[config.mk]
export PLATFORM = sky130hd
export DESIGN_NAME = fifo_write_arbiter
export DESIGN_NICKNAME = d
export VERILOG_FILES = /design/src/rtl/fifo_write_arbiter.sv
export SDC_FILE = /design/constraint.sdc
export NUM_CORES = 1
export LEC_CHECK = 0
export ABC_AREA = 1
export ABC_CLOCK_PERIOD_IN_PS = 3970
export CAP_MARGIN = 20
export CELL_PAD_IN_SITES_DETAIL_PLACEMENT = 1
export CELL_PAD_IN_SITES_GLOBAL_PLACEMENT = 2
export CORE_ASPECT_RATIO = 0.7
export CORE_MARGIN = 2
export CORE_UTILIZATION = 24
export DETAILED_ROUTE_END_ITERATION = 8
export MAX_ROUTING_LAYER = met4
export PLACE_DENSITY = 0.92
export SLEW_MARGIN = 30
export SYNTH_ARGS = -nofsm -noshare
export SYNTH_HDL_FRONTEND = slang
export SYNTH_SLANG_ARGS = --single-unit
[constraint.sdc]
create_clock -name clka -period 3.97 [get_ports clka]
set_input_delay 0.794 -clock clka [delete_from_list [all_inputs] [get_ports clka]]
set_output_delay 0.794 -clock clka [all_outputs]
set_load 0.01 [all_outputs]
[src/rtl/fifo_write_arbiter.sv]
// fifo_write_arbiter: shares the clka-domain write port of the async FIFO
// among NUM_REQ requesters. Round-robin grants with bursts bounded by
// MAX_BURST. Writes are suppressed while full_clka is high.
// Optional feature macro: FIFO_WRITE_ARB_STATS_EN (per-requester word
// counters and a full-stall cycle counter, all saturating at 0xFFFF).
//
// state   | meaning
// --------+------------------------------------------------------------
// ST_IDLE | no grant held; arbitrate from rr_ptr when any req is set
// ST_BURST| one requester granted; streams until req drops or MAX_BURST
module fifo_write_arbiter #(
    parameter int NUM_REQ   = 4,
    parameter int DATA_W    = 8,
    parameter int MAX_BURST = 8
) (
    input  logic                      clka,
    input  logic                      resetb_clka,
    input  logic [NUM_REQ-1:0]        req_clka,
    input  logic [NUM_REQ*DATA_W-1:0] data_clka,
    output logic [NUM_REQ-1:0]        gnt_clka,
    output logic [NUM_REQ-1:0]        accept_clka,
    output logic [DATA_W-1:0]         din_clka,
    output logic                      wr_en_clka,
    input  logic                      full_clka
`ifdef FIFO_WRITE_ARB_STATS_EN
    ,
    output logic [NUM_REQ*16-1:0]     stat_words_clka,
    output logic [15:0]               stat_full_stall_clka
`endif
);

    localparam int IDX_W = (NUM_REQ > 1) ? $clog2(NUM_REQ) : 1;
    localparam int CNT_W = 8;

    typedef enum logic {ST_IDLE, ST_BURST} state_t;

    state_t             state_q, state_d;
    logic [NUM_REQ-1:0] gnt_q, gnt_d;
    logic [IDX_W-1:0]   win_q, win_d;
    logic [IDX_W-1:0]   rr_ptr_q, rr_ptr_d;
    logic [CNT_W-1:0]   burst_cnt_q, burst_cnt_d;

    logic [IDX_W-1:0]   nxt_ptr;
    logic               end_burst;
    logic [IDX_W:0]     pick;

    // First set request at or above start, wrapping; MSB flags "found".
    // Scanning k downward lets the closest candidate overwrite farther ones.
    function automatic logic [IDX_W:0] rr_pick(input logic [NUM_REQ-1:0] req,
                                               input logic [IDX_W-1:0]   start);
        logic [IDX_W:0]     res;
        logic [NUM_REQ-1:0] tmp;
        int                 j;
        res = '0;
        for (int k = NUM_REQ - 1; k >= 0; k--) begin
            j   = (int'(start) + k) % NUM_REQ;
            tmp = req >> j;
            if (tmp[0]) res = {1'b1, IDX_W'(j)};
        end
        return res;
    endfunction

    // Write-side outputs: accept only when granted, requesting and not full.
    always_comb begin
        accept_clka = gnt_q & req_clka & {NUM_REQ{~full_clka}};
        wr_en_clka  = |accept_clka;
        din_clka    = '0;
        for (int i = 0; i < NUM_REQ; i++) begin
            if (gnt_q[i]) din_clka = data_clka[i*DATA_W +: DATA_W];
        end
    end

    assign gnt_clka = gnt_q;

    // Next-state: arbitration, burst counting and back-to-back regrant.
    always_comb begin
        state_d     = state_q;
        gnt_d       = gnt_q;
        win_d       = win_q;
        rr_ptr_d    = rr_ptr_q;
        burst_cnt_d = burst_cnt_q;
        pick        = '0;
        nxt_ptr     = (win_q == IDX_W'(NUM_REQ - 1)) ? '0 : win_q + 1'b1;
        end_burst   = ~|(gnt_q & req_clka) |
                      (wr_en_clka & (burst_cnt_q == CNT_W'(MAX_BURST - 1)));
        case (state_q)
            ST_IDLE: begin
                pick = rr_pick(req_clka, rr_ptr_q);
                if (pick[IDX_W]) begin
                    gnt_d       = NUM_REQ'(1) << pick[IDX_W-1:0];
                    win_d       = pick[IDX_W-1:0];
                    burst_cnt_d = '0;
                    state_d     = ST_BURST;
                end
            end
            ST_BURST: begin
                if (wr_en_clka) burst_cnt_d = burst_cnt_q + 1'b1;
                if (end_burst) begin
                    // Searching from winner+1 leaves the old winner last in line.
                    rr_ptr_d    = nxt_ptr;
                    burst_cnt_d = '0;
                    pick        = rr_pick(req_clka, nxt_ptr);
                    if (pick[IDX_W]) begin
                        gnt_d = NUM_REQ'(1) << pick[IDX_W-1:0];
                        win_d = pick[IDX_W-1:0];
                    end else begin
                        gnt_d   = '0;
                        state_d = ST_IDLE;
                    end
                end
            end
            default: begin
                gnt_d   = '0;
                state_d = ST_IDLE;
            end
        endcase
    end

    // State register; reset drops the grant immediately.
    always_ff @(posedge clka or negedge resetb_clka) begin
        if (!resetb_clka) begin
            state_q     <= ST_IDLE;
            gnt_q       <= '0;
            win_q       <= '0;
            rr_ptr_q    <= '0;
            burst_cnt_q <= '0;
        end else begin
            state_q     <= state_d;
            gnt_q       <= gnt_d;
            win_q       <= win_d;
            rr_ptr_q    <= rr_ptr_d;
            burst_cnt_q <= burst_cnt_d;
        end
    end

`ifdef FIFO_WRITE_ARB_STATS_EN
    logic [NUM_REQ-1:0][15:0] stat_words_q;
    logic [15:0]              stat_stall_q;

    assign stat_words_clka      = stat_words_q;
    assign stat_full_stall_clka = stat_stall_q;

    // Saturating statistics counters.
    always_ff @(posedge clka or negedge resetb_clka) begin
        if (!resetb_clka) begin
            stat_words_q <= '0;
            stat_stall_q <= '0;
        end else begin
            for (int i = 0; i < NUM_REQ; i++) begin
                if (accept_clka[i] && (stat_words_q[i] != 16'hFFFF))
                    stat_words_q[i] <= stat_words_q[i] + 16'd1;
            end
            if ((|gnt_q) && full_clka && (stat_stall_q != 16'hFFFF))
                stat_stall_q <= stat_stall_q + 16'd1;
        end
    end
`endif

endmodule
== After elaboration in Yosys (flattened, before gate mapping) ==
Cells that the tools add are included.

* Register bits: 17
* Latch bits: 0
* Bits in writable memories: 0
* Memory bits (read-only): 0
* Bits of input ports: 39
* Output and inout bits: 17
* Logic and storage cells: 86
* Memories: 0

* Add/subtract/negate cells: 8
* $mul: 0
* Divide/modulo/power cells: 0
* Order comparisons: 0
* Equal/unequal tests: 6
* Shifts and indexed selects: 10
* Muxes and demuxes: 32
* Bitwise logic cells: 12
* Reductions and logical operators: 13

{| class="wikitable"
|+ Operators by type and width
! operator !! number
|-
| 4-bit by 32-bit right shift with 1-bit output || 6
|-
| 8-bit 2-to-1 mux || 7
|-
| 3-bit 2-to-1 mux || 11
|-
| 8-bit one-hot mux with 2 select lines || 1
|-
| 4-bit 2-to-1 mux || 3
|-
| 2-bit OR reduction || 6
|-
| 2-bit adder (second input constant) || 4
|-
| 8-bit by 1-bit adder with 8-bit output (second input constant) || 1
|-
| 4-bit AND || 2
|-
| 8-bit by 3-bit == test with 1-bit output (second input constant) || 1
|-
| 2-bit 2-to-1 mux || 4
|-
| 4-bit one-hot mux with 2 select lines || 1
|-
| 4-bit OR reduction || 2
|-
| 1-bit by 2-bit left shift with 4-bit output (first input constant) || 2
|-
| 4-bit by 2-bit right shift with 1-bit output || 2
|-
| 2-bit by 1-bit adder with 2-bit output (second input constant) || 3
|-
| 1-bit AND (first input constant) || 6
|-
| 2-bit by 1-bit != test with 1-bit output (second input constant) || 3
|-
| 2-bit AND reduction || 3
|-
| 2-bit one-hot mux with 2 select lines || 1
|-
| 1-bit 2-to-1 mux || 3
|-
| 3-bit by 2-bit != test with 1-bit output (second input constant) || 1
|-
| 3-bit AND reduction || 1
|-
| 2-bit == test (second input constant) || 1
|-
| 5 further kinds || 6
|}

== Depth between registers and ports, before layout ==
Gate-level depths: netlist of run 1.

* Word-level depth: 16
* Mapped depth: 15
* Depth with buffers taken out: 15

== Worst setup path before layout of run 1 ==
Ideal clock, no wire load.

* Kind: reg-to-output
* From: reg gnt_q[1], in the netlist gnt_clka[1]
* To: out din_clka[6]
* Data arrival time: 1.404 ns
* Data required time: 3.176 ns
* Slack: 1.772 ns
* Stages on the path, launching flop included: 5
* Path buffers: 1
* Cell sequence: dfrtp_1 clkbuf_1 nor2_1 a221oi_1 o31ai_1

* Cells in the longest elaborated chain, start to end: 3

{| class="wikitable"
|+ RTL lines
! what !! RTL line !! text
|-
| start: declaration || 38 || <nowiki>logic [NUM_REQ-1:0] gnt_q, gnt_d;</nowiki>
|-
| start signal: assignment || 129 || <nowiki>gnt_q <= gnt_d;</nowiki>
|-
| 8-bit 2-to-1 mux (3 in series) || 69 || <nowiki>if (gnt_q[i]) din_clka = data_clka[i*DATA_W +: DATA_W];</nowiki>
|-
| end: declaration || 22 || <nowiki>output logic [DATA_W-1:0] din_clka,</nowiki>
|}

No other way between the ends.

== Final worst setup path of run 1 ==
Ends and elaborated chain as after synthesis.

==> PnR_summary.wiki, run 1 <==
{| class="wikitable"
! Metric !! Value
|-
| Most instantiated flip-flop cell in the synthesis netlist || sky130_fd_sc_hd__dfrtp_1
|-
| Average size of a mapped cell || slightly below 6 µm²
|-
| Setup clock skew after layout || just over 5 ps
|-
| Min-delay src || burst_cnt_q[0]
|-
| Worst r2r dst || burst_cnt_q[5]
|-
| Weighted congestion at the end of routability-driven global placement || about 0.79
|-
| Avg Vias per Cell || 4.43
|-
| Boundary Pins || 56
|-
| Flop2flop setup slack || about 1800 ps
|-
| Type of the worst setup path || reg -> out
|-
| Post-cts repair resize count || 0
|-
| Detailed Place HPWL || between 4000 and 5000 µm
|-
| Worst hold slack || about 540 ps
|-
| Kind of end point of the critical path || primary output
|-
| Number of filler instances in the final layout || between 800 and 900
|-
| Peak VDD IR || between 0.00015 and 0.0002 V
|-
| Critical-path maximum fanout || 12
|-
| Buffers inserted during post-CTS setup optimization || 0
|-
| Final min period || 3080 ps
|-
| Final count of pins violating max slew || 0
|-
| Area Growth Syn to Fin || 39.8%
|-
| Number of design-rule violations left by the first detailed-router iteration || between 50 and 60
|-
| Power dissipated by switching net loads || between 1 and 1.5 mW
|-
| Result of the run || completed
|-
| Worst path bufs/invs || 1
|-
| Maximum operating frequency || about 320 MHz
|-
| Detail Route Antenna Nets || 0
|-
| Worst hold endpoint || burst_cnt_q[0]
|-
| Number of cells produced by synthesis || roughly 290
|-
| Combinational Power Share || 73.3%
|-
| Number of nets in the finished design || about 380
|-
| Average wire length per cell after detail routing || between 10 and 15 µm
|-
| Worst Hold Path Cells || 1
|-
| Critical Path AT || about 2300 ps
|-
| Hold buffer count at cts || 0
|-
| Cell class contributing the biggest share of worst-path delay || buffers and inverters
|-
| Peak per-stage delay on the critical path || around 580 ps
|-
| Number of buffers inserted by port buffering || between 50 and 60
|-
| Residual DRC || 0
|-
| Cell with the largest stage delay on the worst path || sky130_fd_sc_hd__clkdlybuf4s50_1
|-
| Sequential share of power || 19.4%
|-
| Setup_tns || 0 ps
|-
| Post-Route Utilization || about a third
|-
| Async set or reset register ratio after synthesis || between 90% and 100%
|-
| Clock tree from TritonCTS || yes
|-
| Starting density of the core || 24.8%
|-
| Cell Rows || 25
|-
| Antenna Diode Count || 0
|-
| Number of buffers between clock root and the deepest sink || 2
|-
| Sequential-to-total area share from yosys stat || between 20% and 30%
|-
| Via count of the first global-routing pass || 1952
|-
| Setup repair after global routing missed its margin || false
|-
| Class of the worst hold path || reg -> reg
|-
| Storage cell area || between 400 and 500 µm²
|-
| Overflow after GRT || 0
|-
| Top area cells in the synthesized netlist || sky130_fd_sc_hd__dfrtp_1 25%, sky130_fd_sc_hd__nand2_1 24%, sky130_fd_sc_hd__inv_1 8.0%, sky130_fd_sc_hd__nor2_1 6.9%, sky130_fd_sc_hd__nand3_1 5.9%
|-
| Floorplan core area || approximately 6800 µm²
|-
| Total clock buffers created by CTS || 3
|-
| Clock transition at path regs || approximately 70 ps
|-
| Flip-flop and latch count after synthesis || 17
|-
| Number of unique standard cell types used by synthesis || 30
|-
| Power per unit of standard cell area || roughly 790 nW/µm²
|-
| Wire length of the first global-routing pass || roughly 9300 µm
|-
| Number of sinks handled by clock tree synthesis || 17
|-
| Buffer type at the clock tree root || sky130_fd_sc_hd__clkbuf_8
|-
| Die extent in x || between 100 and 150 µm
|-
| Setup violations, final || 0
|-
| Critical Path, Cell by Cell || nor2_1 > a221oi_1 > o31ai_1 > clkdlybuf4s50_1
|-
| Drt first pass iters || 4
|-
| Initial antenna violation count || 0
|-
| Total via count in the routed design || around 1900
|-
| Synth top cells by count || 109 x sky130_fd_sc_hd__nand2_1, 36 x sky130_fd_sc_hd__inv_1, 31 x sky130_fd_sc_hd__nor2_1, 20 x sky130_fd_sc_hd__nand3_1, 19 x sky130_fd_sc_hd__a21oi_1
|-
| Number of enable-type register cells in the synthesized netlist || 0
|-
| Crit path required time || around 3200 ps
|-
| Clock Latency Late Sink || 260 ps
|-
| Overall fraction of global-route tracks in use || ~15%
|-
| Die Y-Extent || 74.1 µm
|-
| Net count after synthesis || between 300 and 400
|-
| H-tree level count || 1
|-
| Total leakage power || between 1 and 1.5 nW
|-
| Area share of the largest cell type after synthesis || between 20% and 30%
|-
| Combined area of the multi-input logic cells || between 1000 and 1500 µm²
|-
| Slew Limit Headroom || between 40% and 50%
|-
| Maximum Capacitance Violations || 0
|-
| Synthesized cell area || between 1500 and 2000 µm²
|-
| Pin count of the biggest net entering global routing || 18
|-
| Internal power || about 840 µW
|-
| Share of cells above drive strength 1 || under 10%
|-
| Switching share of power || a little over half
|-
| Tightest Pin Transition || 803 ps
|-
| Final wirelength || 5680 µm
|-
| Number of failing hold endpoints at the final stage || 0
|-
| Total Die Area || roughly 7700 µm²
|-
| Yosys top cell by area || sky130_fd_sc_hd__dfrtp_1
|-
| Synth Warn # || 0
|-
| Clock Power Share || ~7.3%
|-
| Most numerous cell in the Yosys netlist || sky130_fd_sc_hd__nand2_1
|-
| Reg2reg path depth || 11
|-
| Period utilisation layout || just under 80%
|-
| Critical Path Source Type || flop
|-
| Critical R2R Launch || rr_ptr_q[0]
|}
[power by group through the flow]
stage | sequential (mW) | clock (mW) | combinational [mW]
finish | 0.362 | 0.136 | 1.36
global route | 0.378 | 0.144 | 1.57
global placement | 0.367 | 0 | 1.33
floorplan | 0.291 | 0 | 1.01
detailed placement | 0.370 | 0 | 1.37
CTS | 0.366 | 0.139 | 1.37
[through the flow]
stage	power [mW]	instance area (µm²)	setup WS (ps)	cells
after floorplan	1.30	1690	1770	287
after global placement	1.70	2310	936	430
after detailed placement	1.74	2310	907	430
after CTS	1.88	2360	876	434
after global routing	2.09	2360	670	434
final	1.86	2360	888	434
[state kept, by name (all words and copies together), names as in the netlist]
| signal | flops |
|---|---|
| burst_cnt_q | 8 |
| gnt_clka | 4 |
| rr_ptr_q | 2 |
| state_q | 1 |
| win_q | 2 |
[placed cells by master, fill, tap and decap left out]
cell type	n
sky130_fd_sc_hd__nor2_2	1
sky130_fd_sc_hd__o21ai_2	2
sky130_fd_sc_hd__xnor2_1	1
sky130_fd_sc_hd__a21boi_1	1
sky130_fd_sc_hd__nor3_1	2
sky130_fd_sc_hd__a21boi_0	1
sky130_fd_sc_hd__inv_4	1
sky130_fd_sc_hd__inv_2	1
sky130_fd_sc_hd__nand3_2	3
sky130_fd_sc_hd__inv_1	36
sky130_fd_sc_hd__nand2_1	109
sky130_fd_sc_hd__nand4_1	3
sky130_fd_sc_hd__xor2_1	2
sky130_fd_sc_hd__o21ai_0	9
sky130_fd_sc_hd__a221oi_1	1
sky130_fd_sc_hd__a22oi_1	3
sky130_fd_sc_hd__nand2_4	3
sky130_fd_sc_hd__o22ai_1	2
sky130_fd_sc_hd__clkbuf_1	1
sky130_fd_sc_hd__clkbuf_8	3
sky130_fd_sc_hd__dfrtp_1	17
sky130_fd_sc_hd__nor2_1	31
sky130_fd_sc_hd__a21oi_1	19
sky130_fd_sc_hd__ha_1	2
sky130_fd_sc_hd__nor2_4	2
sky130_fd_sc_hd__nand2_2	8
sky130_fd_sc_hd__clkdlybuf4s50_1	55
sky130_fd_sc_hd__o31ai_1	1
sky130_fd_sc_hd__nand3_1	20
[area by class of cell]
| cell class | instances | share of cell area, % |
|---|---|---|
| multi-input cells | 226 | 45.5 |
| repair buffers | 55 | 23.4 |
| flip-flops and latches | 17 | 18.1 |
| inverters | 38 | 6.16 |
| well taps | 94 | 4.99 |
| clock buffers | 4 | 1.91 |
[per-layer routing]
metal	GRT usage (%)	routed length (µm)	vias up
met1	20.6	2910	876
met4	2.40	36	0
met5	-	0	-
met3	2.80	180	4
li1	-	-	1012
met2	25.0	2550	30
[kinds of logic after synthesis]
family	Yosys count	share of synthesized area, %
AOI/OAI and AO/OA	39	13.3
and+or+nand+nor	182	47.3
xor gates and xnor gates	3	1.56
buffers and inverters	44	11.1
DFF	17	25.2
adders and majority gates	2	1.48
[worst max path at each step]
stage / from / end / cells past startpoint
3_5_place_dp: req_clka[3] / wr_en_clka / 6
6_report: gnt_clka[1] / din_clka[6] / 4
2_1_floorplan: gnt_clka[1] / din_clka[6] / 4
3_3_place_gp: req_clka[2] / wr_en_clka / 6
4_1_cts: gnt_clka[1] / din_clka[6] / 4
5_1_grt: gnt_clka[1] / din_clka[6] / 4
[worst reg2reg max path: stages, from the launching register on]
cell	delay (ps)
sky130_fd_sc_hd__dfrtp_1	650
sky130_fd_sc_hd__inv_1	190
sky130_fd_sc_hd__nand2_1	140
sky130_fd_sc_hd__nand2_4	80
sky130_fd_sc_hd__nor2_4	130
sky130_fd_sc_hd__nand3_2	90
sky130_fd_sc_hd__nor2_4	150
sky130_fd_sc_hd__nand2_2	100
sky130_fd_sc_hd__nand2_4	160
sky130_fd_sc_hd__nand2_2	180
sky130_fd_sc_hd__nand2_1	100
sky130_fd_sc_hd__a21boi_1	150
(Power assumes the default switching activity.)
==> run 2: changes to the inputs <==
ABC_CLOCK_PERIOD_IN_PS = 3000   (was 3970)
CORE_UTILIZATION = 23   (was 24)
PLACE_DENSITY = 0.89   (was 0.92)
clock period = 3 ns   (was 3.97 ns; I/O delays follow)
==> run 2 against run 1 <==
Compared with the run above:
- clock-buffer cell count decreased by 1
- non-clock buffer count up 2
- sequential power increased by 25%
==> PnR_summary.wiki, run 2 (synthesized netlist as in run 1, its figures left out) <==
{| class="wikitable"
! Metric !! Value
|-
| Result of the run || completed
|-
| Total via count in the routed design || roughly 2000
|-
| Setup violations, final || 0
|-
| Kind of end point of the critical path || primary output
|-
| Total Die Area || roughly 8000 µm²
|-
| Flop2flop setup slack || 810 ps
|-
| Sum of met2 wire segment lengths after detailed routing || 2450 µm
|-
| Peak VDD IR || about 0.00044 V
|-
| Class of the worst hold path || reg -> reg
|-
| Critical Path AT || around 2200 ps
|-
| Overall fraction of global-route tracks in use || 14.8%
|-
| Critical Path Source Type || input pin
|-
| Final count of pins violating max slew || 0
|-
| Weighted congestion at the end of routability-driven global placement || around 0.8
|-
| Least setup slack across all paths after layout || around 220 ps
|-
| Number of buffers inserted by port buffering || between 50 and 60
|-
| Clock Latency Late Sink || about 270 ps
|-
| Sequential share of power || a little under a fifth
|-
| Setup repair after global routing missed its margin || false
|-
| Wire length of the first global-routing pass || just over 9000 µm
|-
| Overflow after GRT || 0
|-
| Overall Power || 2.48 mW
|-
| Pin count of the biggest net entering global routing || 18
|-
| Number of sinks handled by clock tree synthesis || 17
|-
| Clock transition at path regs || ~70 ps
|-
| Hold buffer count at cts || 0
|-
| M1 WL || a little over 3000 µm
|-
| Number of failing hold endpoints at the final stage || 0
|-
| Clock tree from TritonCTS || yes
|-
| Number of buffers between clock root and the deepest sink || 2
|-
| Residual DRC || 0
|-
| Largest register by flop count || burst_cnt_q
|-
| Worst Hold Path Cells || 2
|-
| Power per unit of standard cell area || ~1000 nW/µm²
|-
| Internal power || roughly 1.1 mW
|-
| Critical R2R Launch || rr_ptr_q[0]
|-
| Power dissipated by switching net loads || between 1 and 1.5 mW
|-
| Combinational Power Share || about three quarters
|-
| Setup Slack @ Placement || about 230 ps
|-
| Total clock buffers created by CTS || 3
|-
| Setup_tns || 0 ps
|-
| Leading cell types in the layout, fill and taps excluded || 109 x sky130_fd_sc_hd__nand2_1, 55 x sky130_fd_sc_hd__clkdlybuf4s50_1, 36 x sky130_fd_sc_hd__inv_1
|-
| Met3 Routed Length || around 180 µm
|-
| Crit path required time || between 2000 and 2500 ps
|-
| Post-route non-filler standard cell count || 440
|-
| Die Y-Extent || around 76 µm
|-
| Post-cts repair resize count || 0
|-
| Die extent in x || 106 µm
|-
| Switching share of power || between 50 and 60%
|-
| Reg2reg path depth || 11
|-
| Detailed Place HPWL || roughly 4700 µm
|-
| Final wirelength || 5710 µm
|-
| Share of cells above drive strength 1 || 7.89%
|-
| Area Growth Syn to Fin || 41.1%
|-
| Starting density of the core || 23.4%
|-
| Maximum operating frequency || 359 MHz
|-
| Detail Route Antenna Nets || 0
|-
| Placed Cells || 436
|-
| Number of flip-flops under the largest register name || 8
|-
| Cell Rows || 26
|-
| Tightest Pin Transition || between 800 and 900 ps
|-
| Buffers inserted during post-CTS setup optimization || 0
|-
| Number of nets in the finished design || about 380
|-
| Most common library cell in the layout ignoring fill and taps || sky130_fd_sc_hd__nand2_1
|-
| Average wire length per cell after detail routing || ~13 µm
|-
| Post-Route Utilization || around a third
|-
| Worst hold endpoint || burst_cnt_q[1]
|-
| Avg Vias per Cell || 4.49
|-
| Antenna Diode Count || 0
|-
| Type of the worst setup path || in -> out
|-
| Critical Path Source || req_clka[2]
|-
| Critical-path maximum fanout || 4
|-
| Final min period || around 2800 ps
|-
| Maximum Capacitance Violations || 0
|-
| Via count of the first global-routing pass || between 1500 and 2000
|-
| H-tree level count || 1
|-
| Buffer type at the clock tree root || sky130_fd_sc_hd__clkbuf_8
|-
| Setup clock skew after layout || 4.48 ps
|-
| Clock Power Share || about 7.5%
|-
| Period utilisation layout || ~93%
|-
| Highest metal used || met4
|-
| Drt first pass iters || 4
|-
| Floorplan core area || 7190 µm²
|-
| Initial antenna violation count || 0
|-
| Total leakage power || roughly 1.2 nW
|-
| Boundary Pins || 56
|-
| Min-delay src || burst_cnt_q[1]
|-
| Number of filler instances in the final layout || between 900 and 1000
|-
| Number of design-rule violations left by the first detailed-router iteration || 94
|-
| Slew Limit Headroom || around 46%
|-
| Worst r2r dst || burst_cnt_q[5]
|}
## run 2: cell count changes in the layout (fill, tap and decap cells not counted)
| cell | previous run | this run |
|---|---|---|
| sky130_fd_sc_hd__buf_4 | 0 | 2 |
| sky130_fd_sc_hd__clkbuf_1 | 1 | 0 |
| sky130_fd_sc_hd__clkinv_2 | 0 | 1 |
## run 2: per-stage QoR
stage | hold slack [ps] | cell area [µm²]
after floorplan | 304 | 1690
after global placement | 530 | 2330
after detailed placement | 537 | 2330
after CTS | 554 | 2380
after global routing | 591 | 2380
final | 544 | 2380
## run 2: area by class of cell
cell class	count	area, µm²	area share, %
multi-input cells	226	1070	45.1
well taps	98	123	5.16
clock inverters	1	5.00	0.211
repair buffers	57	566	23.8
inverters	38	145	6.11
clock buffers	3	41.3	1.74
flip-flops and latches	17	425	17.9
## run 2: how the worst max path moves through the flow
stage | to | slack (ps) | cells past startpoint
after floorplan | din_clka[6] | 1000 | 4
after global placement | wr_en_clka | 250 | 6
after CTS | din_clka[6] | 220 | 5
after global routing | din_clka[3] | 60 | 7
final | wr_en_clka | 220 | 6
after detailed placement | wr_en_clka | 230 | 6
## run 2: power by group through the flow
stage          Clock, mW  Sequential [mW]  Combinational (mW)
2_1_floorplan          0            0.385                1.33
3_3_place_gp           0            0.457                1.82
3_5_place_dp           0            0.459                1.86
4_1_cts            0.196            0.454                1.87
5_1_grt            0.202            0.471                2.11
6_report           0.186            0.453                1.84
## run 2: per-layer routing
layer  GRT usage [%]  up-vias
li1                -     1017
met1            21.7      924
met3            1.45        5
met2            21.6       28
met5               -        -
met4            3.95        0
## run 2: critical path, cell delays in order
cell                              delay, ps
sky130_fd_sc_hd__clkdlybuf4s50_1        580
sky130_fd_sc_hd__nand2_1                110
sky130_fd_sc_hd__nand4_1                190
sky130_fd_sc_hd__inv_1                   60
sky130_fd_sc_hd__nor2_1                  90
sky130_fd_sc_hd__clkdlybuf4s50_1        550
==> RTL change 1 (config.mk and constraints of run 2) <==
The option `FIFO_WRITE_ARB_STATS_EN` is turned on by a define.
--- a/src/rtl/fifo_write_arbiter.sv
+++ b/src/rtl/fifo_write_arbiter.sv
@@ -8,6 +8,8 @@
 // --------+------------------------------------------------------------
 // ST_IDLE | no grant held; arbitrate from rr_ptr when any req is set
 // ST_BURST| one requester granted; streams until req drops or MAX_BURST
+`define FIFO_WRITE_ARB_STATS_EN
+
 module fifo_write_arbiter #(
     parameter int NUM_REQ   = 4,
     parameter int DATA_W    = 8,
Check against the original RTL (old outputs only; new: stat_full_stall_clka and stat_words_clka): equivalent (Yosys induction, for registers that start in step).
==> RTL change 1 against run 2 <==
- non-clock buffer count up 87
- synthesized cell count rose to 2.5 times the old value
- critical endpoint is now accept_clka[3]
- power up 120%
- wire length rose to 3.2 times the old value
- critical path type unchanged
- design area rose to 3.3 times the old value
- hold slack worse by 0.20 ns
- synthesized area rose to 3.4 times the old value
- worst setup slack better by 0.0091 ns
- sequential cell count up 80
==> RTL change 1: results (changes against run 2) <==
Run status
  • Outcome: finished, final reports clean (unchanged)

Synthesis
  • Top cells by area, synth: dfrtp_1 (42%), nand2_1 (14%), xor2_1 (8.0%), inv_1 (4.6%), nand3_1 (4.3%) (was dfrtp_1 (25%), nand2_1 (24%), inv_1 (8.0%), nor2_1 (6.9%), nand3_1 (5.9%))
  • Sequential area share after synthesis: 0.421 (was 0.252)
  • Mapped Nets: 768 (was 328)
  • Synth Area in Adders: 0.0152 (was 0.0148)
  • Synth cell types: 38 (was 30)
  • Compound-cell area share of the yosys netlist: 0.0520 (was 0.133)
  • Gate count after technology mapping: 722 (was 287)

STA
  • Worst-Margin Slew: 0.853 ns (was 0.814 ns)
  • Skew final: 0.00825 ns (was 0.00448 ns)

Critical path
  • CP max stage delay: 0.62 ns (was 0.58 ns)

Min path
  • Hold Path Class: in -> async (was reg -> reg)

Power
  • Leakage: 3.63 nW (was 1.16 nW)

Final layout
  • Layout cells sized above 1: 0.0929 (was 0.0789)
  • Fraction of area in multi-input gates: 0.381 (was 0.451)
  • Max FFs per register: 64 (was 8)
  • Inverters: 76 (was 38)
  • Multi-input gate area: 2990 sq um (was 1070 sq um)
  • Non-CTS buffers: 144 (was 57)
  • Sequential cell area: 2430 sq um (was 425 sq um)
  • Multi-input gate count: 539 (was 226)
  • Clk cell area share: 0.0372 (was 0.0195)
  • Clock buffer count: 11 (was 3)
  • Layout Cells excl Fill: 1,197 (was 440)
  • Buffering overhead: 0.184 (was 0.238)
  • Fill count: 2,977 (was 938)

GRT
  • Total track usage: 0.144 (was 0.148)
  • First-pass GRT wire length: 29.3 mm (was 9.10 mm)
  • Pin count of the biggest net entering global routing: 63 (was 18)
  • Number of global-route vias before repair: 5,460 (was 1,861)

Clock network
  • Clk_lat worst skew: 0.35 ns (was 0.27 ns)
  • Clock root cell: clkbuf_16 (was clkbuf_8)
  • # clock sinks: 97 (was 17)
  • Num CTS Buffers: 9 (was 3)
  • H-tree depth: 3 (was 1)
  • Resize count post-CTS: 0 (unchanged)

Placed design
  • Pre-CTS setup slack: 0.247 ns (was 0.230 ns)
  • Port bufs: 135 (was 55)
  • Placed cell area: 7550 sq um (was 2330 sq um)
  • HPWL Detailed: 14.1 mm (was 4.71 mm)

Route
  • Routed wire length: 18.1 mm (was 5.71 mm)
  • Initial drt markers: 193 (was 94)
  • Via count: 5,256 (was 1,974)
[RTL change 1: changes by cell type in the layout (fill, tap and decap cells not counted), moves of 11 or more]
| cell | delta |
|---|---|
| clkdlybuf4s50_1 | +79 |
| dfrtp_1 | +80 |
| inv_1 | +35 |
| nand2_1 | +102 |
| nand3_1 | +30 |
| nand4_1 | +16 |
| nor2_4 | +11 |
| nor3_1 | +18 |
| o21ai_0 | +29 |
| xnor2_1 | +21 |
| xor2_1 | +51 |
[RTL change 1: path summary, 6_finish.rpt]
| path | to | slack (ns) | from | cells after the start |
|---|---|---|---|---|
| setup / recovery | accept_clka[3] | 0.23 | req_clka[3] | 5 |
| hold reg to reg | stat_words_clka[62] | 0.50 | stat_words_clka[62] | 1 |
| min in group clka | stat_words_clka[62] | 0.50 | stat_words_clka[62] | 1 |
| max in group asynchronous | stat_words_clka[12] | 1.93 | resetb_clka | 2 |
| hold / removal | stat_full_stall_clka[10] | 0.35 | resetb_clka | 1 |
| setup reg to reg | stat_words_clka[63] | 0.93 | gnt_clka[3] | 9 |
[RTL change 1: kinds of logic after synthesis]
family          Yosys count
xor+xnor                 76
compound gates           56
fa+ha+maj                 7
buf+inv                  86
simple gates            400
flops                    97
[RTL change 1: layer usage]
metal | share of wire | global-route usage
met3 | 0.036 | 0.0310
met5 | 0 | -
met1 | 0.52 | 0.201
met4 | 0.010 | 0.0344
met2 | 0.43 | 0.211
[RTL change 1: power by group]
part	switching (mW)	internal, mW	total (mW)
combinational	1.40	1.04	2.45
clock	0.537	0.613	1.15
sequential	0.362	1.53	1.89
total	2.30	3.18	5.49
==> RTL change 2 (flow settings as in run 2) <==
Without the edit above. One comparison of `burst_cnt_q` changes from == to >=.
--- a/src/rtl/fifo_write_arbiter.sv
+++ b/src/rtl/fifo_write_arbiter.sv
@@ -82,7 +82,7 @@
         pick        = '0;
         nxt_ptr     = (win_q == IDX_W'(NUM_REQ - 1)) ? '0 : win_q + 1'b1;
         end_burst   = ~|(gnt_q & req_clka) |
-                      (wr_en_clka & (burst_cnt_q == CNT_W'(MAX_BURST - 1)));
+                      (wr_en_clka & (burst_cnt_q >= CNT_W'(MAX_BURST - 1)));
         case (state_q)
             ST_IDLE: begin
                 pick = rr_pick(req_clka, rr_ptr_q);
Behaviour: same outputs for any inputs over 4 cycles, from zero or initial values and one cycle with resetb_clka low; that may be too few to reach the edited logic, so the function may still have changed.
==> RTL change 2 against run 2 <==
- clock power decreased by 4%
- design area decreased by 5.9%
- power decreased by 12%
- worst setup slack got worse by 0.052 ns
- sequential cell count unchanged
- cell count decreased by 6.1%
- synthesized area decreased by 8.1%
- sequential share of layout area increased by 1.1 points
- die area decreased by 7.7%
- maximum frequency decreased by 1.9%
- wire length decreased by 4.2%
- clock skew increased by 0.0023 ns
- sequential power decreased by 5.7%
- critical path type unchanged
- largest power group unchanged
- highest routed layer unchanged
==> RTL change 2: results (changes against run 2) <==
Clock network
  • H-tree depth: 1 (unchanged)

Critical path
  • Worst r2r path cells: 13 (was 11)
  • Critical path arrival: 2.24 ns (was 2.18 ns)
  • Worst R2R Setup Slack: 0.94 ns (was 0.81 ns)
  • CP max-delay cell: clkdlybuf4s50_1 (unchanged)
  • Critical Path Fanout Max: 5 (was 4)
  • Reg2reg start: win_q[0] (was rr_ptr_q[0])
  • CP max stage delay: 0.59 ns
  • R2r endpoint: gnt_clka[3] (was burst_cnt_q[5])

Power
  • Leakage: 1.11 nW (was 1.16 nW)
  • IR Drop Worst-Case VDD: 0.251 mV (was 0.437 mV)

Synthesis
  • Synth Area in Adders: 0.0162 (was 0.0148)
  • Mapped Nets: 307 (was 328)
  • Sequential area share after synthesis: 0.275 (was 0.252)
  • Top cells by area, synth: dfrtp_1 (27%), nand2_1 (26%), nor2_1 (9.2%), inv_1 (6.5%), a21oi_1 (5.5%) (was dfrtp_1 (25%), nand2_1 (24%), inv_1 (8.0%), nor2_1 (6.9%), nand3_1 (5.9%))

Final layout
  • Fill count: 857 (was 938)
  • Layout cells sized above 1: 0.0807 (was 0.0789)
  • Net count, final: 364 (was 384)

STA
  • Skew final: 0.00682 ns (was 0.00448 ns)
  • Headroom to the max-slew limit: 0.447 (was 0.456)
  • Worst hold slack: 0.495 ns (was 0.544 ns)

Min path
  • Worst Hold Path EP: burst_cnt_q[4] (was burst_cnt_q[1])
  • Hold path startpoint: burst_cnt_q[4] (was burst_cnt_q[1])
  • Worst hold path depth: 2 (unchanged)

GRT
  • Initial antenna violation count: 0 (unchanged)
  • Total track usage: 0.160 (was 0.148)
  • First-pass GRT wire length: 9.16 mm (was 9.10 mm)
  • Number of global-route vias before repair: 1,894 (was 1,861)

Route
  • Routed wire length: 5.47 mm (was 5.71 mm)
  • DR vias/cell: 4.41 (was 4.49)
  • Initial drt markers: 61 (was 94)
  • Detailed Routing Iterations Pass 1: 4 (unchanged)

Run status
  • Outcome: finished, final reports clean (unchanged)

Placed design
  • GPL Wtd Cong: 0.871 (was 0.794)
  • HPWL Detailed: 4.63 mm (was 4.71 mm)
  • Placed cell area: 2190 sq um (was 2330 sq um)
[RTL change 2: cell types whose count changed after synthesis, sizes merged, moves of 3 or more]
cell	delta
a22oi	-3
nor2	+8
inv	-7
nand2	-6
nand3	-6
[RTL change 2: report_power, final]
group	internal [mW]	switching (mW)	leakage (nW)
Sequential	0.294	0.133	0.217
Combinational	0.629	0.950	0.870
Clock	0.0923	0.0862	0.0255
[RTL change 2: worst min-delay path, delay by kind of cell (launching register included)]
family / cells / cell delay [ns]
DFF: 1 / 0.38
buffers and inverters: 1 / 0.05
and+or+nand+nor: 1 / 0.03
[RTL change 2: layout make-up]
| cell class | instances | area share |
|---|---|---|
| flip-flops and latches | 17 | 0.190 |
| clock inverters | 1 | 0.00224 |
| clock buffers | 3 | 0.0185 |
| repair buffers | 58 | 0.256 |
| inverters | 31 | 0.0531 |
| well taps | 91 | 0.0509 |
| multi-input cells | 212 | 0.429 |
[RTL change 2: per-stage QoR]
stage | util | cells
6_report | 0.351 | 413
5_1_grt | 0.351 | 413
4_1_cts | 0.351 | 413
3_5_place_dp | 0.344 | 409
3_3_place_gp | 0.344 | 409
2_1_floorplan | - | 266
[RTL change 2: worst max path at each step]
| stage | slack, ns | startpoint | cells after the start | to |
|---|---|---|---|---|
| 2_1_floorplan | 1.0 | gnt_clka[1] | 4 | din_clka[6] |
| 5_1_grt | 0.03 | req_clka[2] | 6 | wr_en_clka |
| 3_5_place_dp | 0.17 | req_clka[2] | 6 | wr_en_clka |
| 6_report | 0.16 | req_clka[2] | 6 | wr_en_clka |
| 4_1_cts | 0.16 | req_clka[2] | 6 | wr_en_clka |
| 3_3_place_gp | 0.18 | req_clka[2] | 6 | wr_en_clka |
[RTL change 2: routing by layer]
layer | part of all wire | wire (um) | GRT usage
met2 | 0.47 | 2550 | 0.257
met3 | 0.018 | 100 | 0.0172
met4 | 0.0097 | 53 | 0.0237
met1 | 0.51 | 2770 | 0.224
met5 | 0 | 0 | -
[RTL change 2: cells by family (layout without fill, tap and decap cells)]
family | Yosys count | in the layout
buf+inv | 37 | 93
compound gates | 31 | 31
fa+ha+maj | 2 | 2
flops | 17 | 17
simple gates | 179 | 179
